<file path="src/rtl/alu_pkg.sv">
// Shared definitions for the ALU issue controller: widths, instruction fields,
// opcode map, FSM states and the opcode legality check.
package alu_pkg;

   localparam int DATA_W  = 19;
   localparam int IMM_W   = 10;
   localparam int NREGS   = 8;
   localparam int ADDR_W  = 3;
   localparam int OPC_W   = 5;
   localparam int INSTR_W = 24;

   localparam int OPC_HI = 23;
   localparam int OPC_LO = 19;
   localparam int RD_HI  = 18;
   localparam int RD_LO  = 16;
   localparam int RS1_HI = 15;
   localparam int RS1_LO = 13;
   localparam int RS2_HI = 12;
   localparam int RS2_LO = 10;
   localparam int IMM_HI = 9;
   localparam int IMM_LO = 0;

   localparam logic [4:0] OP_ADD   = 5'b00000;
   localparam logic [4:0] OP_SUB   = 5'b00001;
   localparam logic [4:0] OP_MUL   = 5'b00010;
   localparam logic [4:0] OP_DIV   = 5'b00011;
   localparam logic [4:0] OP_MOD   = 5'b00100;
   localparam logic [4:0] OP_AND   = 5'b00101;
   localparam logic [4:0] OP_OR    = 5'b00110;
   localparam logic [4:0] OP_XOR   = 5'b00111;
   localparam logic [4:0] OP_MAC   = 5'b01000;
   localparam logic [4:0] OP_SHL   = 5'b01001;
   localparam logic [4:0] OP_SHR   = 5'b01010;
   localparam logic [4:0] OP_ADDI  = 5'b01011;
   localparam logic [4:0] OP_ANDI  = 5'b01100;
   localparam logic [4:0] OP_ORI   = 5'b01101;
   localparam logic [4:0] OP_UNDEF = 5'b01110;
   localparam logic [4:0] OP_BEQ   = 5'b01111;
   localparam logic [4:0] OP_BNE   = 5'b10000;
   localparam logic [4:0] OP_NOT   = 5'b10001;
   localparam logic [4:0] OP_SLT   = 5'b10010;
   localparam logic [4:0] OP_SUBI  = 5'b10011;
   localparam logic [4:0] OP_XORI  = 5'b10100;

   typedef enum logic [1:0] {IDLE, READ, EXEC, WB} state_t;

   function automatic logic is_legal_op(input logic [4:0] op);
      logic legal_s;
      case (op)
         OP_UNDEF: legal_s = 1'b0;
         default:  legal_s = (op <= OP_XORI);
      endcase
      return legal_s;
   endfunction

endpackage

</file>
<file path="src/rtl/alu_regfile.sv">
// 8-entry register file: two async read ports, a debug read port and one
// synchronous write port; r0 is hardwired to zero.
module alu_regfile
   import alu_pkg::*;
(
   input  logic              clk,
   input  logic              rst_n,
   input  logic              we,
   input  logic [ADDR_W-1:0] waddr,
   input  logic [DATA_W-1:0] wdata,
   input  logic [ADDR_W-1:0] raddr1,
   output logic [DATA_W-1:0] rdata1,
   input  logic [ADDR_W-1:0] raddr2,
   output logic [DATA_W-1:0] rdata2,
   input  logic [ADDR_W-1:0] dbg_addr,
   output logic [DATA_W-1:0] dbg_data
);

   logic [DATA_W-1:0] mem_r [NREGS];

   // register storage with async clear; writes to r0 are dropped
   always_ff @(posedge clk or negedge rst_n) begin
      if (!rst_n) begin
         for (int i = 0; i < NREGS; i++) begin
            mem_r[i] <= {DATA_W{1'b0}};
         end
      end else if (we && (waddr != 3'd0)) begin
         mem_r[waddr] <= wdata;
      end
   end

   assign rdata1   = (raddr1   == 3'd0) ? {DATA_W{1'b0}} : mem_r[raddr1];
   assign rdata2   = (raddr2   == 3'd0) ? {DATA_W{1'b0}} : mem_r[raddr2];
   assign dbg_data = (dbg_addr == 3'd0) ? {DATA_W{1'b0}} : mem_r[dbg_addr];

endmodule

</file>
<file path="src/rtl/alu_issue_ctrl.sv">
// Issue-side controller for the 19-bit ALU: accepts an instruction, reads
// operands, drives the ALU, then writes back or flags branch/error outcomes.
module alu_issue_ctrl
   import alu_pkg::*;
(
   input  logic                clk,
   input  logic                rst_n,
   input  logic                instr_valid,
   output logic                instr_ready,
   input  logic [INSTR_W-1:0]  instr,
   output logic [OPC_W-1:0]    alu_opcode,
   output logic [DATA_W-1:0]   alu_op1,
   output logic [DATA_W-1:0]   alu_op2,
   output logic [IMM_W-1:0]    alu_immediate,
   input  logic [DATA_W-1:0]   alu_result,
   output logic                wb_valid,
   output logic [ADDR_W-1:0]   wb_addr,
   output logic [DATA_W-1:0]   wb_data,
   output logic                branch_taken,
   output logic [IMM_W-1:0]    branch_target,
   output logic                illegal_op,
   output logic                div_by_zero,
   output logic                busy,
   input  logic [ADDR_W-1:0]   dbg_addr,
   output logic [DATA_W-1:0]   dbg_data
);

   state_t               state_r;
   logic [INSTR_W-1:0]   instr_r;
   logic                 ready_r;
   logic                 busy_r;
   logic [OPC_W-1:0]     alu_opcode_r;
   logic [DATA_W-1:0]    alu_op1_r;
   logic [DATA_W-1:0]    alu_op2_r;
   logic [IMM_W-1:0]     alu_imm_r;
   logic                 wb_valid_r;
   logic [ADDR_W-1:0]    wb_addr_r;
   logic [DATA_W-1:0]    wb_data_r;
   logic                 branch_taken_r;
   logic [IMM_W-1:0]     branch_target_r;
   logic                 illegal_r;
   logic                 dbz_r;

   logic [OPC_W-1:0]     opc_s;
   logic [ADDR_W-1:0]    rd_s;
   logic [ADDR_W-1:0]    rs1_s;
   logic [ADDR_W-1:0]    rs2_s;
   logic [IMM_W-1:0]     imm_s;
   logic [ADDR_W-1:0]    raddr1_s;
   logic [DATA_W-1:0]    rdata1_s;
   logic [DATA_W-1:0]    rdata2_s;
   logic                 we_s;

   assign opc_s = instr_r[OPC_HI:OPC_LO];
   assign rd_s  = instr_r[RD_HI:RD_LO];
   assign rs1_s = instr_r[RS1_HI:RS1_LO];
   assign rs2_s = instr_r[RS2_HI:RS2_LO];
   assign imm_s = instr_r[IMM_HI:IMM_LO];

   // port 1 fetches rs1 in READ and the old rd value (for MAC) in EXEC
   always_comb begin
      raddr1_s = rs1_s;
      if (state_r == EXEC) begin
         raddr1_s = rd_s;
      end else begin
         raddr1_s = rs1_s;
      end
   end

   assign we_s = (state_r == WB) && wb_valid_r;

   alu_regfile u_regfile (
      .clk      (clk),
      .rst_n    (rst_n),
      .we       (we_s),
      .waddr    (wb_addr_r),
      .wdata    (wb_data_r),
      .raddr1   (raddr1_s),
      .rdata1   (rdata1_s),
      .raddr2   (rs2_s),
      .rdata2   (rdata2_s),
      .dbg_addr (dbg_addr),
      .dbg_data (dbg_data)
   );

   // issue FSM with all outputs registered; WB outcome pulses last one cycle
   always_ff @(posedge clk or negedge rst_n) begin
      if (!rst_n) begin
         state_r         <= IDLE;
         instr_r         <= {INSTR_W{1'b0}};
         ready_r         <= 1'b1;
         busy_r          <= 1'b0;
         alu_opcode_r    <= {OPC_W{1'b0}};
         alu_op1_r       <= {DATA_W{1'b0}};
         alu_op2_r       <= {DATA_W{1'b0}};
         alu_imm_r       <= {IMM_W{1'b0}};
         wb_valid_r      <= 1'b0;
         wb_addr_r       <= {ADDR_W{1'b0}};
         wb_data_r       <= {DATA_W{1'b0}};
         branch_taken_r  <= 1'b0;
         branch_target_r <= {IMM_W{1'b0}};
         illegal_r       <= 1'b0;
         dbz_r           <= 1'b0;
      end else begin
         case (state_r)
            IDLE: begin
               if (instr_valid && ready_r) begin
                  instr_r <= instr;
                  ready_r <= 1'b0;
                  busy_r  <= 1'b1;
                  state_r <= READ;
               end
            end
            READ: begin
               alu_op1_r    <= rdata1_s;
               alu_op2_r    <= rdata2_s;
               alu_imm_r    <= imm_s;
               alu_opcode_r <= (opc_s == OP_MAC) ? OP_MUL : opc_s;
               state_r      <= EXEC;
            end
            EXEC: begin
               if (!is_legal_op(opc_s)) begin
                  illegal_r <= 1'b1;
               end else if ((opc_s == OP_BEQ) || (opc_s == OP_BNE)) begin
                  if (alu_result[0]) begin
                     branch_taken_r  <= 1'b1;
                     branch_target_r <= imm_s;
                  end
               end else begin
                  wb_valid_r <= 1'b1;
                  wb_addr_r  <= rd_s;
                  if (opc_s == OP_MAC) begin
                     wb_data_r <= rdata1_s + alu_result;
                  end else if ((opc_s == OP_DIV) && (alu_op2_r == 19'd0)) begin
                     dbz_r     <= 1'b1;
                     wb_data_r <= 19'h7FFFF;
                  end else begin
                     wb_data_r <= alu_result;
                  end
               end
               state_r <= WB;
            end
            WB: begin
               wb_valid_r     <= 1'b0;
               branch_taken_r <= 1'b0;
               illegal_r      <= 1'b0;
               dbz_r          <= 1'b0;
               ready_r        <= 1'b1;
               busy_r         <= 1'b0;
               state_r        <= IDLE;
            end
            default: begin
               ready_r <= 1'b1;
               busy_r  <= 1'b0;
               state_r <= IDLE;
            end
         endcase
      end
   end

   assign instr_ready   = ready_r;
   assign busy          = busy_r;
   assign alu_opcode    = alu_opcode_r;
   assign alu_op1       = alu_op1_r;
   assign alu_op2       = alu_op2_r;
   assign alu_immediate = alu_imm_r;
   assign wb_valid      = wb_valid_r;
   assign wb_addr       = wb_addr_r;
   assign wb_data       = wb_data_r;
   assign branch_taken  = branch_taken_r;
   assign branch_target = branch_target_r;
   assign illegal_op    = illegal_r;
   assign div_by_zero   = dbz_r;

endmodule

</file>
<file path="config.mk">
export PLATFORM = sky130hd
export DESIGN_NAME = alu_issue_ctrl
export DESIGN_NICKNAME = d
export VERILOG_FILES = /design/src/rtl/alu_pkg.sv /design/src/rtl/alu_regfile.sv /design/src/rtl/alu_issue_ctrl.sv
export SDC_FILE = /design/constraint.sdc
export NUM_CORES = 1
export LEC_CHECK = 0
export ABC_AREA = 1
export CORE_ASPECT_RATIO = 1.2
export CORE_UTILIZATION = 64
export CTS_BUF_LIST = sky130_fd_sc_hd__clkbuf_4
export DETAILED_ROUTE_END_ITERATION = 16
export PLACE_DENSITY = 0.89
export SYNTH_ARGS = -nofsm -noshare
export SYNTH_HDL_FRONTEND = slang
export SYNTH_SLANG_ARGS = --single-unit
</file>
<file path="constraint.sdc">
create_clock -name clk -period 7.5 [get_ports clk]
set_clock_uncertainty 0.05 [all_clocks]
set_input_delay 1.5 -clock clk [delete_from_list [all_inputs] [get_ports clk]]
set_output_delay 1.5 -clock clk [all_outputs]
set_load 0.02 [all_outputs]
</file>
==> metrics.csv, run 1 <==
stage,metric,value,unit
outcome,status,"finished, final reports clean",
power,fraction of power spent switching nets,0.506,
logic_synthesis,top cell type's share of synthesized area,0.454,
logic_synthesis,Netlist Area Pre-Place,14800,um2
setup_path,longest individual stage delay on the worst path,0.79,ns
power,register share of total power,0.286,
setup_path,cells along the critical path,"buf_2, inv_1, nand3_1, buf_4, o21ai_0, a31oi_1, clkdlybuf4s50_1",
floorplanning,Die X-Extent,141,um
place,dpl ws,1.86,ns
timing,minimum clock period,5.80,ns
place,half-perimeter wire length of the detailed placement result,31200,um
timing,share of the clock period used by the worst path,0.773,
worst_hold_path,WHS Path Cells,0,
logic_synthesis,leading post-synthesis cells by instance count,"sky130_fd_sc_hd__nand2_1, sky130_fd_sc_hd__o21ai_0, sky130_fd_sc_hd__dfrtp_1",
timing,maximum clock rate,0.172,GHz
global_routing,vias in the first global route,14700,
worst_hold_path,startpoint of the tightest hold check path,u_regfile.mem_r[143],
timing,final-report setup violation count,0,
logic_synthesis,Synth Net Count,2033,
routing,DR pass1 iterations,6,
global_routing,first-pass GRT wire length,76600,um
setup_path,capturing element type of the critical path,primary output,
routing,DRT antenna net count,0,
global_routing,total gr overflow,0,
setup_path,slowest CP cell,sky130_fd_sc_hd__buf_2,
power,Pwr per Cell Area,498,nW/um2
clock_network,clk_lat worst skew,0.75,ns
power,internal power of the cells,4.23,mW
power,relative contribution of the clock network to total power,0.156,
logic_synthesis,Gate Count Post-Synth,1960,
logic_synthesis,sequential share of the synthesized area,0.455,
routing,detailed-route via count,15300,
global_routing,initial antenna violation count,1,
clock_network,buffer levels on the longest clock path,3,
logic_synthesis,asr flop ratio synth,1.00,
clock_network,Post CTS Setup Buffer Count,0,
setup_path,crit-path leading delay family,buffers and inverters,
timing,worst-case setup margin in the final layout,1.70,ns
setup_path,RR Startpoint,state_r[0],
routing,detailed-route wire length per cell,20.4,um
layout,nets,2136,
logic_synthesis,number of synthesized flops with an enable pin,0,
setup_path,critical path data arrival time,4.25,ns
floorplanning,floorplan die area,23700,um2
routing,initial DRC count,1943,
setup_path,"Buf+Inv Stages, Crit Path",4,
logic_synthesis,most numerous cell in the Yosys netlist,sky130_fd_sc_hd__nand2_1,
clock_network,clk slew on worst S/H paths,0.06,ns
clock_network,number of hold-repair buffers added at the cts stage,0,
timing,RSZ-0062 raised after global routing,false,
logic_synthesis,"Distinct cells, synth",51,
logic_synthesis,largest area contributor in the netlist,sky130_fd_sc_hd__dfrtp_1,
power,maximum vdd drop,0.335,mV
power,share of power burned in combinational logic,0.557,
power,total net switching power,4.34,mW
flow_run,Max-cap violations,0,
logic_synthesis,flip-flop and latch count after synthesis,269,
setup_path,required time worst endpoint,5.95,ns
clock_network,root buffer cell,sky130_fd_sc_hd__clkbuf_4,
floorplanning,die height,169,um
power,P_leak,7.81,nW
setup_path,largest fanout of any net on the critical path,48,
layout,total of fill cells in the finished design,1674,
clock_network,H-tree lvl count,3,
layout,storage element area,6730,um2
routing,Via density,6.38,
setup_path,slack of the worst reg-to-reg path,2.41,ns
setup_path,capture instance of the worst register-to-register path,wb_data[18],
place,Final GP Congestion,0.929,
setup_path,critical path type,input port to primary output,
timing,Total Neg Setup Slack,0,ns
worst_hold_path,sink of the worst hold path,u_regfile.mem_r[143],
place,count of input and output buffers,158,
clock_network,post-CTS resize count,0,
global_routing,GRT Total Usage,0.416,
logic_synthesis,"top cells by area, synth","sky130_fd_sc_hd__dfrtp_1, sky130_fd_sc_hd__o21ai_0, sky130_fd_sc_hd__nand2_1",
clock_network,CTS tree,yes,
timing,final number of max-transition violations,0,
logic_synthesis,Synth Warn #,0,
global_routing,maximum number of pins on one net before global-route repair,141,
timing,transition time at the pin with the least slew margin,1.15,ns
floorplanning,Core Area,22500,um2
logic_synthesis,predominant post-synthesis flop cell,sky130_fd_sc_hd__dfrtp_1,
logic_synthesis,mean cell area of the mapped netlist,7.54,um2
setup_path,CP startpoint kind,input port,
clock_network,Inserted Clock Buffers,70,
floorplanning,placement row count,60,
layout,synthesis-to-layout area growth,16.3,%
routing,DRC violation count after routing,0,
setup_path,worst-case reg-to-reg path depth,19,
floorplanning,top-level port count,159,
clock_network,clk sinks,269,
timing,Final Hold Viols,0,
layout,layout cells sized above 1,0.0799,
timing,relative slew slack,0.233,
floorplanning,starting density of the core,0.656,
setup_path,critical path depth,7,
routing,Routed WL,48700,um
worst_hold_path,path class of the lowest-slack min-delay path,flop to flop,
layout,footprint of the multi-input gates,6770,um2
==> state kept, by name (all words and copies together), names as in the netlist, 2 cells and up <==
name             cells
alu_op1             19
state_r              2
instr_r             24
u_regfile.mem_r    152
alu_op2             19
branch_target       10
alu_opcode           5
wb_data             19
wb_addr              3
alu_immediate       10
==> power by group through the flow <==
stage	sequential (mW)	combinational [mW]	clock, mW
finish	2.45	4.77	1.34
global route	2.49	5.18	1.41
CTS	2.42	4.64	1.35
detailed placement	2.43	4.61	0
global placement	2.42	4.45	0
floorplan	2.53	2.89	0
==> how the worst max path moves through the flow <==
stage           startpoint           end  slack [ns]
6_report       dbg_addr[1]   dbg_data[3]        1.70
5_1_grt        dbg_addr[1]   dbg_data[3]        1.73
4_1_cts        dbg_addr[1]   dbg_data[3]        1.84
3_5_place_dp   dbg_addr[1]   dbg_data[3]        1.86
3_3_place_gp   dbg_addr[1]   dbg_data[3]        1.89
2_1_floorplan  dbg_addr[1]  dbg_data[14]        3.20
==> cells by family after synthesis <==
| kind of cell | Yosys count | synth area share |
|---|---|---|
| adders and majority gates | 24 | 0.0208 |
| DFF | 269 | 0.455 |
| and+or+nand+nor | 634 | 0.174 |
| xor gates and xnor gates | 5 | 0.00296 |
| buffers and inverters | 334 | 0.0901 |
| AOI/OAI and AO/OA | 694 | 0.257 |
==> metal layers <==
layer / share of wire / vias to the layer above / track usage
met2: 0.45 / 1119 / 0.635
met1: 0.36 / 7094 / 0.529
met5: 0 / - / 0
li1: - / 6822 / -
met4: 0.053 / 0 / 0.245
met3: 0.13 / 246 / 0.118
==> final cells by class <==
class                           instances  area share
Sequential cell                       269       0.392
Antenna cell                            1    0.000146
Tap cell                              279      0.0203
Clock inverter                         16     0.00677
Timing Repair Buffer                  176      0.0996
Inverter                              189      0.0413
Clock buffer                          107      0.0467
Multi-Input combinational cell       1357       0.394
==> stage by stage <==
| stage | hold slack, ns | util | cells | power (mW) | cell area, um2 |
|---|---|---|---|---|---|
| 2_1_floorplan | 0.390 | - | 1960 | 5.42 | 14800 |
| 5_1_grt | 0.364 | 0.763 | 2394 | 9.08 | 17200 |
| 6_report | 0.354 | 0.763 | 2394 | 8.57 | 17200 |
| 3_5_place_dp | 0.339 | 0.722 | 2270 | 7.04 | 16300 |
| 3_3_place_gp | 0.332 | 0.722 | 2270 | 6.87 | 16300 |
| 4_1_cts | 0.355 | 0.763 | 2393 | 8.41 | 17200 |
==> cell usage in the layout (no fill, tap or decap), types with 7 or more instances in the layout <==
cell,instances
sky130_fd_sc_hd__nand2_1,407
sky130_fd_sc_hd__o21ai_0,366
sky130_fd_sc_hd__dfrtp_1,267
sky130_fd_sc_hd__a21oi_1,189
sky130_fd_sc_hd__inv_1,182
sky130_fd_sc_hd__clkdlybuf4s50_1,155
sky130_fd_sc_hd__nor2_1,115
sky130_fd_sc_hd__clkbuf_4,107
sky130_fd_sc_hd__nand3_1,70
sky130_fd_sc_hd__o21ai_1,38
sky130_fd_sc_hd__o211ai_1,32
sky130_fd_sc_hd__ha_1,23
sky130_fd_sc_hd__a31oi_1,21
sky130_fd_sc_hd__buf_4,18
sky130_fd_sc_hd__clkinv_1,13
sky130_fd_sc_hd__o221ai_1,10
sky130_fd_sc_hd__nand3_2,8
sky130_fd_sc_hd__nand4_1,8
sky130_fd_sc_hd__o22ai_2,7
sky130_fd_sc_hd__nor3_1,7
(Power assumes the default switching activity.)
==> inputs of run 2 (changes only) <==
Settings changed: CORE_UTILIZATION 64 to 53, PLACE_DENSITY 0.89 to 0.79.
Clock period 7.5 ns to 5.1 ns, I/O delays scaled along.
==> metrics.csv, run 2 (synthesis gave the netlist of run 1 again) <==
stage,metric,value,unit,change
outcome,status,"finished, final reports clean",,
place,placed cells,2343,,+3.2%
setup_path,capturing element type of the critical path,flop,,
floorplanning,die height,185,um,+9.8%
global_routing,total gr overflow,0,,unchanged
layout,layout cells sized above 1,0.0838,,+0.00382
routing,DRC violation count after routing,0,,unchanged
layout,final design area excluding fillers,17400,um2,+0.97%
power,P_leak,7.87,nW,+0.67%
layout,number of standard cells in the final layout excluding fillers,2469,,+3.1%
global_routing,first-pass GRT wire length,77200,um,+0.84%
clock_network,post-CTS resize count,0,,unchanged
place,dpl ws,0.614,ns,-1.24 ns
place,Final GP Congestion,0.961,,+3.5%
clock_network,root buffer cell,sky130_fd_sc_hd__clkbuf_4,,
clock_network,clk sinks,269,,unchanged
global_routing,maximum number of pins on one net before global-route repair,98,,-30%
timing,Hold Slack,0.315,ns,-0.0384 ns
clock_network,H-tree lvl count,3,,unchanged
layout,register with the highest flop count,u_regfile.mem_r,,
setup_path,critical path type,flop to flop,,
timing,share of the clock period used by the worst path,0.906,,
clock_network,Post CTS Setup Buffer Count,0,,unchanged
power,Pwr per Cell Area,721,nW/um2,+45%
timing,transition time at the pin with the least slew margin,1.13,ns,-0.0168 ns
timing,relative slew slack,0.244,,+0.0112
clock_network,clk slew on worst S/H paths,0.07,ns,about the same
timing,minimum clock period,4.62,ns,
global_routing,GRT Total Usage,0.351,,-0.0650
floorplanning,starting density of the core,0.543,,-0.114
clock_network,CTS tree,yes,,
setup_path,CP startpoint kind,flop,,
power,Final Total Pwr,12.5,mW,+46%
global_routing,initial antenna violation count,3,,+2
routing,DR pass1 iterations,8,,+2
setup_path,required time worst endpoint,5.66,ns,-0.29 ns
layout,registers with the highest flip-flop counts,"u_regfile.mem_r (152), instr_r (24)",,
timing,Total Neg Setup Slack,0,ns,unchanged
layout,total of fill cells in the finished design,2367,,+41%
routing,DRT antenna net count,0,,unchanged
setup_path,critical path data arrival time,5.18,ns,+0.93 ns
clock_network,number of hold-repair buffers added at the cts stage,0,,unchanged
setup_path,largest fanout of any net on the critical path,33,,-31%
floorplanning,Core Area,27300,um2,+21%
power,maximum vdd drop,0.431,mV,+29%
timing,maximum clock rate,0.216,GHz,
timing,final-report setup violation count,0,,unchanged
timing,RSZ-0062 raised after global routing,false,,
layout,nets,2148,,+0.56%
floorplanning,placement row count,66,,+10%
global_routing,vias in the first global route,14300,,-2.7%
clock_network,buffer levels on the longest clock path,3,,unchanged
routing,Routed WL,48600,um,-0.30%
floorplanning,floorplan die area,28600,um2,+20%
place,Placement Cell Area,16500,um2,+1.2%
flow_run,Max-cap violations,0,,unchanged
layout,most common library cell in the layout ignoring fill and taps,sky130_fd_sc_hd__nand2_1,,
timing,worst-case setup margin in the final layout,0.477,ns,-1.22 ns
layout,"top library cells by usage in the layout, fill and taps aside","sky130_fd_sc_hd__nand2_1, sky130_fd_sc_hd__o21ai_0, sky130_fd_sc_hd__dfrtp_1, sky130_fd_sc_hd__a21oi_1, sky130_fd_sc_hd__inv_1",,
timing,Final Hold Viols,0,,unchanged
place,count of input and output buffers,158,,unchanged
routing,Via density,6.03,,-5.5%
floorplanning,Die X-Extent,154,um,+9.7%
worst_hold_path,path class of the lowest-slack min-delay path,input port to async pin,,
routing,detailed-route via count,14900,,-2.6%
routing,detailed-route wire length per cell,19.7,um,-3.3%
layout,max FFs per register,152,,unchanged
timing,final number of max-transition violations,0,,unchanged
routing,initial DRC count,1640,,-16%
clock_network,clk_lat worst skew,0.74,ns,about the same
clock_network,Inserted Clock Buffers,70,,unchanged
floorplanning,top-level port count,159,,unchanged
layout,synthesis-to-layout area growth,17.4,%,
place,half-perimeter wire length of the detailed placement result,32200,um,+3.2%
layout,final standard cell utilization of the core,0.637,,-0.126
==> run 2: where the power goes <==
part / internal (mW) / switching, mW
logic: 2.35 / 4.66
clock network: 0.978 / 0.918
registers: 2.90 / 0.695
==> run 2: final timing paths <==
path	start	endpoint	slack, ns	depth (start not counted)
min in group clk	u_regfile.mem_r[135]	u_regfile.mem_r[135]	0.35	0
worst min-delay path	rst_n	alu_op2[6]	0.32	1
max in group asynchronous	rst_n	wb_data[7]	3.57	2
worst max register to register	state_r[0]	wb_data[16]	0.48	21
worst max-delay path	state_r[0]	wb_data[16]	0.48	21
worst min register to register	u_regfile.mem_r[135]	u_regfile.mem_r[135]	0.35	0
==> run 2: metal layers <==
layer | track usage | wire length [um]
met2 | 0.549 | 21900
met4 | 0.186 | 2060
met5 | 0 | 9
met1 | 0.447 | 18900
met3 | 0.0910 | 5720
==> run 2: critical path: stages, from the launching register on <==
cell and delay (ns):
sky130_fd_sc_hd__dfrtp_1 0.42, sky130_fd_sc_hd__inv_1 0.13, sky130_fd_sc_hd__ha_1 0.33, sky130_fd_sc_hd__buf_4 0.22, sky130_fd_sc_hd__nand2_1 0.11, sky130_fd_sc_hd__nand2_2 0.38, sky130_fd_sc_hd__buf_4 0.41, sky130_fd_sc_hd__buf_4 0.29
sky130_fd_sc_hd__o21ai_0 0.10, sky130_fd_sc_hd__a21oi_1 0.15, sky130_fd_sc_hd__a21oi_1 0.07, sky130_fd_sc_hd__o22ai_2 0.22, sky130_fd_sc_hd__ha_1 0.35, sky130_fd_sc_hd__nand2_1 0.15, sky130_fd_sc_hd__inv_1 0.05, sky130_fd_sc_hd__a21boi_0 0.32
sky130_fd_sc_hd__nor2_1 0.09, sky130_fd_sc_hd__nor3_1 0.29, sky130_fd_sc_hd__nand2_1 0.09, sky130_fd_sc_hd__nand2_1 0.07, sky130_fd_sc_hd__nand3_1 0.06, sky130_fd_sc_hd__a21oi_1 0.16
==> run 2: layout make-up <==
| type | instances | area, um2 | share of cell area |
|---|---|---|---|
| tap | 340 | 425 | 0.0245 |
| multi-input combinational | 1357 | 6770 | 0.390 |
| antenna | 4 | 10.0 | 0.000577 |
| clock inverter | 19 | 110 | 0.00634 |
| clock buffer | 103 | 773 | 0.0445 |
| timing repair buffer | 188 | 1830 | 0.106 |
| sequential | 269 | 6730 | 0.388 |
| inverter | 189 | 709 | 0.0409 |
